File: src/rtl/panel_debounce_pkg.sv
// Shared parameters, channel indices and payload types for the PDP-8/e front-panel debouncer.
package panel_debounce_pkg;

    localparam int unsigned TICK_DIV_DEF     = 50000;
    localparam int unsigned STABLE_TICKS_DEF = 8;

    localparam int unsigned N_KEYS = 6;
    localparam int unsigned N_TOG  = 2;
    localparam int unsigned N_SR   = 12;
    localparam int unsigned N_CHAN = N_KEYS + N_TOG + N_SR;

    // Key bit positions, matching raw_keys_n / keys
    localparam int unsigned K_CLEAR     = 5;
    localparam int unsigned K_EXTD_ADDR = 4;
    localparam int unsigned K_ADDR_LOAD = 3;
    localparam int unsigned K_DEP       = 2;
    localparam int unsigned K_EXAM      = 1;
    localparam int unsigned K_CONT      = 0;

    localparam int unsigned T_SS   = 1;
    localparam int unsigned T_HALT = 0;

    // Counter width able to hold 0..n-1, never narrower than one bit
    function automatic int unsigned cnt_bits(input int unsigned n);
        return (n > 2) ? $clog2(n) : 1;
    endfunction

    localparam int unsigned DBNCE_NU_BITS = cnt_bits(STABLE_TICKS_DEF);
    localparam int unsigned PRESCALE_BITS = cnt_bits(TICK_DIV_DEF);

    typedef enum logic {
        CH_STABLE  = 1'b0,
        CH_PENDING = 1'b1
    } chan_state_t;

    typedef struct packed {
        logic [N_KEYS-1:0] keys;
        logic [N_TOG-1:0]  tog;
        logic [N_SR-1:0]   sr;
    } panel_bits_t;

endpackage

File: src/rtl/debounce_chan.sv
// One front-panel channel: two-flop synchroniser, active-low to active-high inversion,
// and a tick-sampled stability counter that flips the debounced level.
module debounce_chan
    import panel_debounce_pkg::*;
#(
    parameter int unsigned STABLE_TICKS = STABLE_TICKS_DEF
) (
    input  logic clk,
    input  logic reset,
    input  logic tick,
    input  logic raw_n,
    output logic lvl
);

    localparam int unsigned     SCNT_W   = cnt_bits(STABLE_TICKS);
    localparam logic [SCNT_W-1:0] SCNT_MAX = SCNT_W'(STABLE_TICKS - 1);

    logic              s1_q, s1_d;
    logic              s2_q, s2_d;
    logic              lvl_q, lvl_d;
    logic [SCNT_W-1:0] scnt_q, scnt_d;
    logic              smp_c;
    chan_state_t       state_c;

    assign smp_c   = ~s2_q;
    assign state_c = (scnt_q == '0) ? CH_STABLE : CH_PENDING;
    assign lvl     = lvl_q;

    // Synchroniser flops idle at 1, the released raw level
    always_ff @(posedge clk) begin
        if (reset) begin
            s1_q   <= 1'b1;
            s2_q   <= 1'b1;
            lvl_q  <= 1'b0;
            scnt_q <= '0;
        end else begin
            s1_q   <= s1_d;
            s2_q   <= s2_d;
            lvl_q  <= lvl_d;
            scnt_q <= scnt_d;
        end
    end

    always_comb begin
        s1_d   = raw_n;
        s2_d   = s1_q;
        lvl_d  = lvl_q;
        scnt_d = scnt_q;
        if (tick) begin
            unique case (state_c)
                CH_STABLE: begin
                    if (smp_c != lvl_q) begin
                        scnt_d = SCNT_W'(1);
                    end
                end
                CH_PENDING: begin
                    // One agreeing sample cancels the pending flip
                    if (smp_c == lvl_q) begin
                        scnt_d = '0;
                    end else if (scnt_q == SCNT_MAX) begin
                        lvl_d  = smp_c;
                        scnt_d = '0;
                    end else begin
                        scnt_d = scnt_q + SCNT_W'(1);
                    end
                end
            endcase
        end
    end

endmodule

File: src/rtl/panel_debounce.sv
// Front-panel switch conditioner: shared sample-tick prescaler, 20 debounce channels,
// key rising-edge pulses and key_any for the trigger sequencer.
module panel_debounce
    import panel_debounce_pkg::*;
#(
    parameter int unsigned TICK_DIV     = TICK_DIV_DEF,
    parameter int unsigned STABLE_TICKS = STABLE_TICKS_DEF
) (
    input  logic              clk,
    input  logic              reset,
    input  logic [N_KEYS-1:0] raw_keys_n,
    input  logic [N_TOG-1:0]  raw_tog_n,
    input  logic [N_SR-1:0]   raw_sr_n,
    output logic [N_KEYS-1:0] keys,
    output logic [N_TOG-1:0]  tog,
    output logic [N_SR-1:0]   sr,
    output logic [N_KEYS-1:0] key_edge,
    output logic              key_any
);

    localparam int unsigned       PCNT_W   = cnt_bits(TICK_DIV);
    localparam logic [PCNT_W-1:0] PCNT_MAX = PCNT_W'(TICK_DIV - 1);

    logic [PCNT_W-1:0] pcnt_q, pcnt_d;
    logic [N_KEYS-1:0] keys_dly_q, keys_dly_d;
    logic              tick_c;
    panel_bits_t       raw_n_c;
    panel_bits_t       lvl_c;

    assign raw_n_c = {raw_keys_n, raw_tog_n, raw_sr_n};
    assign tick_c  = (pcnt_q == PCNT_MAX);

    always_ff @(posedge clk) begin
        if (reset) begin
            pcnt_q     <= '0;
            keys_dly_q <= '0;
        end else begin
            pcnt_q     <= pcnt_d;
            keys_dly_q <= keys_dly_d;
        end
    end

    // Prescaler wraps on its terminal count rather than overflowing
    always_comb begin
        pcnt_d     = pcnt_q;
        keys_dly_d = lvl_c.keys;
        if (tick_c) begin
            pcnt_d = '0;
        end else begin
            pcnt_d = pcnt_q + PCNT_W'(1);
        end
    end

    for (genvar i = 0; i < N_CHAN; i++) begin : g_chan
        debounce_chan #(
            .STABLE_TICKS(STABLE_TICKS)
        ) u_chan (
            .clk   (clk),
            .reset (reset),
            .tick  (tick_c),
            .raw_n (raw_n_c[i]),
            .lvl   (lvl_c[i])
        );
    end

    assign keys     = lvl_c.keys;
    assign tog      = lvl_c.tog;
    assign sr       = lvl_c.sr;
    assign key_edge = lvl_c.keys & ~keys_dly_q;
    assign key_any  = |lvl_c.keys;

endmodule

File: config.mk
export PLATFORM = sky130hd
export DESIGN_NAME = panel_debounce
export DESIGN_NICKNAME = d
export VERILOG_FILES = /design/src/rtl/panel_debounce_pkg.sv /design/src/rtl/debounce_chan.sv /design/src/rtl/panel_debounce.sv
export SDC_FILE = /design/constraint.sdc
export NUM_CORES = 1
export LEC_CHECK = 0
export CAP_MARGIN = 30
export CORE_AREA = 5 5 146 148
export DETAILED_ROUTE_END_ITERATION = 10
export DIE_AREA = 0 0 151 153
export GPL_ROUTABILITY_DRIVEN = 0
export GPL_TIMING_DRIVEN = 0
export PLACE_DENSITY_LB_ADDON = 0.15
export SYNTH_ARGS = -nofsm -noshare
export SYNTH_HDL_FRONTEND = slang
export SYNTH_SLANG_ARGS = --single-unit
File: constraint.sdc
create_clock -name clk -period 2.28 [get_ports clk]
set_clock_uncertainty 0.2 [all_clocks]
set_input_delay 0.456 -clock clk [delete_from_list [all_inputs] [get_ports clk]]
set_output_delay 0.456 -clock clk [all_outputs]
set_load 0.005 [all_outputs]
Yosys cells after proc, flatten, opt, wreduce, memory -nomap -nowiden
Cells that the tools add are included.

Register bits: 142. Input bits: 22. Output and inout port bits: 27. Logic and storage cells: 408.

Add/sub/neg operators: 21. Eq/ne operators: 81. Muxes and demuxes: 100. Bitwise logic cells: 62. Reduce and logical (&&, ||, !) cells: 62.

Operators with widths (count): $mux W3 (60); $pmux W3 S2 (20); $reduce_and A4 Y1 (20); $add A3 B1 Y3 const B (20); $eq A3 B3 Y1 const B (20); $logic_not A3 Y1 (20); $not A1 Y1 (60); $ne A2 B2 Y1 const B (20); $reduce_and A2 Y1 (20); $eq A1 B1 Y1 (20); $mux W1 (20); $ne A1 B1 Y1 (20); $add A16 B1 Y16 const B (1); $eq A16 B16 Y1 const B (1); $and A6 B6 Y6 (1); $not A6 Y6 (1); $reduce_or A6 Y1 (1); $reduce_or A2 Y1 (1).

Depth between registers and ports, before layout
Depth after elaboration: 4. Gate-level depth with buffers: 8. Depth with buffers taken out: 6.

By module
A second synthesis with hierarchy kept.

Cells, all modules: 704. Area, all modules: 6937.9 sq um.

By module, submodules not included: debounce_chan (instances 20, cells an instance 30, area an instance 300.3 sq um, seq. area each 120.1 sq um); panel_debounce (instances 1, cells an instance 104, area an instance 932.1 sq um, seq. area each 440.4 sq um).

Worst setup path before layout
OpenSTA, ideal clock, no wires.

Path type: reg-to-reg. From: register pcnt_q[0]. To: register g_chan[15].u_chan.lvl_q. Library setup time: 127 ps. Arrival time: 1479 ps. Data required time: 1953 ps. Setup slack: 475 ps. Stages on the path, launching flop included: 8. Buffers on the path: 2. Cells stage by stage: dfxtp_1 -> ha_1 -> nand3_1 -> nand4b_1 -> buf_2 -> clkbuf_1 -> o21ai_0 -> o41ai_1.

Longest elaborated chain between the ends: 2.

RTL lines: from (decl) (RTL line panel_debounce.sv:24) `logic [PCNT_W-1:0] pcnt_q, pcnt_d;`; from (signal assigned) (RTL line panel_debounce.sv:38) `pcnt_q <= pcnt_d;`; $eq A16 B16 Y1 (RTL line panel_debounce.sv:31) `assign tick_c = (pcnt_q == PCNT_MAX);`; $reduce_and A4 Y1 (no line); to (signal assigned) (RTL line debounce_chan.sv:39) `lvl_q <= lvl_d;`; to (decl) (RTL line debounce_chan.sv:20) `logic lvl_q, lvl_d;`.

Every way passes these cells. A chain may end at the register's enable or synchronous reset.

Worst setup path in the final report
From: register g_chan[16].u_chan.lvl_q. To: output key_edge[2].

Longest elaborated chain between the ends: 1.

RTL lines: from (decl) (RTL line debounce_chan.sv:20); from (signal assigned) (RTL line debounce_chan.sv:39); $and A6 B6 Y6 (RTL line panel_debounce.sv:69) `assign key_edge = lvl_c.keys & ~keys_dly_q;`; to (decl) (RTL line panel_debounce.sv:17) `output logic [N_KEYS-1:0] key_edge,`.

Every way passes these cells.

==> key figures <==
Logic synthesis
  – Syn nets: between 800 and 900
  – Seq cells post-synth: 142
  – Cell taking the most area after synthesis: dfxtp_1
  – Ys Warns: 0
  – Top_reg_cell synth: dfxtp_1
  – Post-synth top area share: 42.0%
  – Synth Cell Area: 0.00676 mm2
  – Library cells used by synthesis: 37
  – Synth Instances: 735
  – Synth area leaders: dfxtp_1 42%, ha_1 11%, a21oi_1 5.3%, xnor2_1 3.9%, or2_2 3.8%
  – Sequential area share after synthesis: between 40% and 50%
  – Most frequent cells after synthesis: 142 x dfxtp_1, 71 x a21oi_1, 61 x ha_1
  – Syn_area_per_cell: 9.20 um2
  – Async S/R FF share, synth: 0%
  – EDFF count, synth: 0
  – Top-count cell post-synth: dfxtp_1

GRT
  – Remaining Overflow, GRT: 0
  – Vias in the first global route: about 5.4k
  – Initial antenna violation count: 0
  – Pin count of the biggest net entering global routing: 17
  – Total GRT Usage: 15.5%
  – First-pass GRT wire length: approximately 28,000 um

Worst setup path
  – FF-to-FF End: g_chan[9].u_chan.scnt_q[1]
  – CP Class: flop to primary output
  – Reg-to-Reg Start: pcnt_q[0]
  – Reg2Reg Setup Slack: around 0.13 ns
  – Crit path capture type: primary output
  – Worst r2r path cells: 6
  – Worst-path maximum fanout: 5
  – CP Data Arrival Time: 1.51 ns
  – Crit path launch type: flop
  – CP required: 1.62 ns

Power and ir drop
  – Psw: between 1 and 1.5 mW
  – Part of the power in combinational logic: roughly 3.3%
  – Part of the power in registers: between 40 and 50%
  – VDD IR max: roughly 500 uV
  – Internal: around 4.3 mW
  – Sw Share: 22.1%
  – Clock power share: 50.5%
  – Power Total: between 5 and 6 mW
  – Power per cell area: 668 mW/mm2
  – LEAKAGE: between 3 and 4 nW

Routing
  – Iter 0 DRT Violations: between 300 and 400
  – DRT antenna net count: 0
  – Routed vias: roughly 5.4k
  – WL final: 17,700 um
  – Vias per cell: 5.01
  – Residual DRC: 0
  – WL/cell: 16.3 um
  – DR pass1 iterations: 4

Floorplanning
  – Cell Rows: 52
  – Initial Util: 34.0%
  – Die area: about 0.023 mm2
  – Die Ht: 153 um
  – Num ports: 49
  – Die Wd: around 150 um
  – CORE AREA: 0.0199 mm2

Clocking
  – Setup Fix Bufs, Post-CTS: 0
  – H-tree Lvls: 4
  – Clock buffer depth: 2
  – # clock sinks: around 140
  – CTS buffer count: 17
  – Later-pin clock latency in the skew report: 0.42 ns
  – Clk pin slew, worst setup/hold paths: 0.06 ns
  – Root Buffer: clkbuf_16
  – TritonCTS clock tree: yes

STA
  – Hold WS: 0.205 ns
  – Fmax: 462 MHz
  – Fin. Hold Viols: 0
  – Worst slew pin tran: 0.745 ns
  – Minimum clock period: 2.17 ns
  – RSZ-0062 raised after global routing: yes
  – Rel. slew slack: 50.3%
  – Setup Viol. Count Final: 0
  – Final Cycle Share: between 90% and 100%
  – Final Slew Violations: 0

Hold path
  – Hold WC Path Type: flop to flop
  – Hold path startpoint: g_chan[12].u_chan.s1_q
  – Hold depth: 1
  – Worst Hold Endpoint: g_chan[12].u_chan.s2_q

Placement
  – PortBufs: 47
  – Detail Placement HPWL: 12,200 um

Layout
  – Share of layout cells above drive strength 1: roughly 17%
  – Nets: around 880
  – Fillers: between 1.5k and 2k
  – Area Overhead vs Synth: 21.3%
  – Diode count: 0

Outcome
  – Outcome: complete, no violations

Run
  – Max-cap viol count: 0
what timing repair did:
| item | CTS | global route |
|---|---|---|
| hold buffers | 0 | 0 |
| setup endpoints to repair | 28 | 27 |
| pin swaps | 1 | 0 |
| resized for setup | 5 | 13 |
worst max path at each step:
stage / from / endpoint / slack, ns / depth (start not counted)
after CTS: g_chan[17].u_chan.lvl / key_any / -0.04 / 3
after detailed placement: reset / g_chan[5].u_chan.lvl / -0.22 / 4
after floorplan: pcnt_q[0] / g_chan[15].u_chan.lvl / 0.47 / 7
after global placement: reset / g_chan[9].u_chan.lvl / -0.18 / 4
final: g_chan[16].u_chan.lvl / key_edge[2] / 0.11 / 2
after global routing: pcnt_q[0] / g_chan[2].u_chan.scnt_q[1] / -0.008 / 6
layout make-up:
class,instances,area [um2],area share (%)
Inverter,53,199,2.43
Multi-Input combinational cell,487,3420,41.7
Sequential cell,142,2850,34.8
Buffer,53,325,3.97
Tap cell,270,338,4.12
Clock buffer,19,453,5.52
Timing Repair Buffer,47,473,5.77
Clock inverter,13,140,1.71
layout by cell type, fill, tap and decap left out, types with 18 or more instances in the layout:
master           instances
dfxtp_1                137
a21oi_1                 71
ha_1                    60
inv_1                   53
clkdlybuf4s50_1         46
or2_2                   41
nor2_1                  39
xnor2_1                 30
nor3_1                  26
buf_4                   25
o21ai_0                 23
nand2b_1                21
nand2_1                 20
a31o_2                  20
a311oi_1                20
nand3_1                 18
sequential cells by signal, indices dropped and copies added, names as in the netlist:
signal and cells:
keys_dly_q 6, g_chan.u_chan.s2_q 20, g_chan.u_chan.lvl 20, g_chan.u_chan.scnt_q 60, g_chan.u_chan.s1_q 20, pcnt_q 16
per-layer routing:
| layer | vias up | track usage [%] | part of all wire [%] | wire length (um) |
|---|---|---|---|---|
| met5 | - | 0 | 0 | 0 |
| met4 | 0 | 4.92 | 2.2 | 384 |
| met3 | 24 | 3.64 | 4.1 | 722 |
| met2 | 109 | 26.6 | 48 | 8590 |
| met1 | 2612 | 19.1 | 45 | 8020 |
| li1 | 2691 | - | - | - |
worst max-delay path, stage by stage, from the launching register on:
cell,delay (ns)
dfxtp_1,0.40
nor2b_1,0.16
clkdlybuf4s50_1,0.52
power by group through the flow:
stage               logic (mW)  registers (mW)  clock network (mW)
floorplan                0.103            2.59                   0
detailed placement       0.183            2.59                   0
global placement         0.181            2.59                   0
CTS                      0.184            2.54                2.83
finish                   0.180            2.53                2.77
global route             0.197            2.54                2.95
cells by family (layout without fill, tap and decap cells):
family / count (synthesis) / in the layout / synth area share, %
xor gates and xnor gates: 32 / 32 / 4.14
AOI/OAI and AO/OA: 155 / 155 / 14.2
and+or+nand+nor: 237 / 237 / 20.4
buffers and inverters: 106 / 185 / 7.60
muxes: 2 / 2 / 0.333
adders and majority gates: 61 / 61 / 11.3
DFF: 142 / 142 / 42.0
metrics by stage:
stage | instances | instance area (um2) | utilization [%] | worst slack, ns | TNS, ns
floorplan | 735 | 6760 | - | 0.475 | 0
global placement | 1052 | 7570 | 38.0 | -0.183 | -5.28
detailed placement | 1052 | 7570 | 38.0 | -0.223 | -5.94
CTS | 1084 | 8180 | 41.1 | -0.0377 | -0.0377
global route | 1084 | 8200 | 41.2 | -0.00819 | -0.00819
finish | 1084 | 8200 | 41.2 | 0.113 | 0
Power figures use the tool's default switching activity.
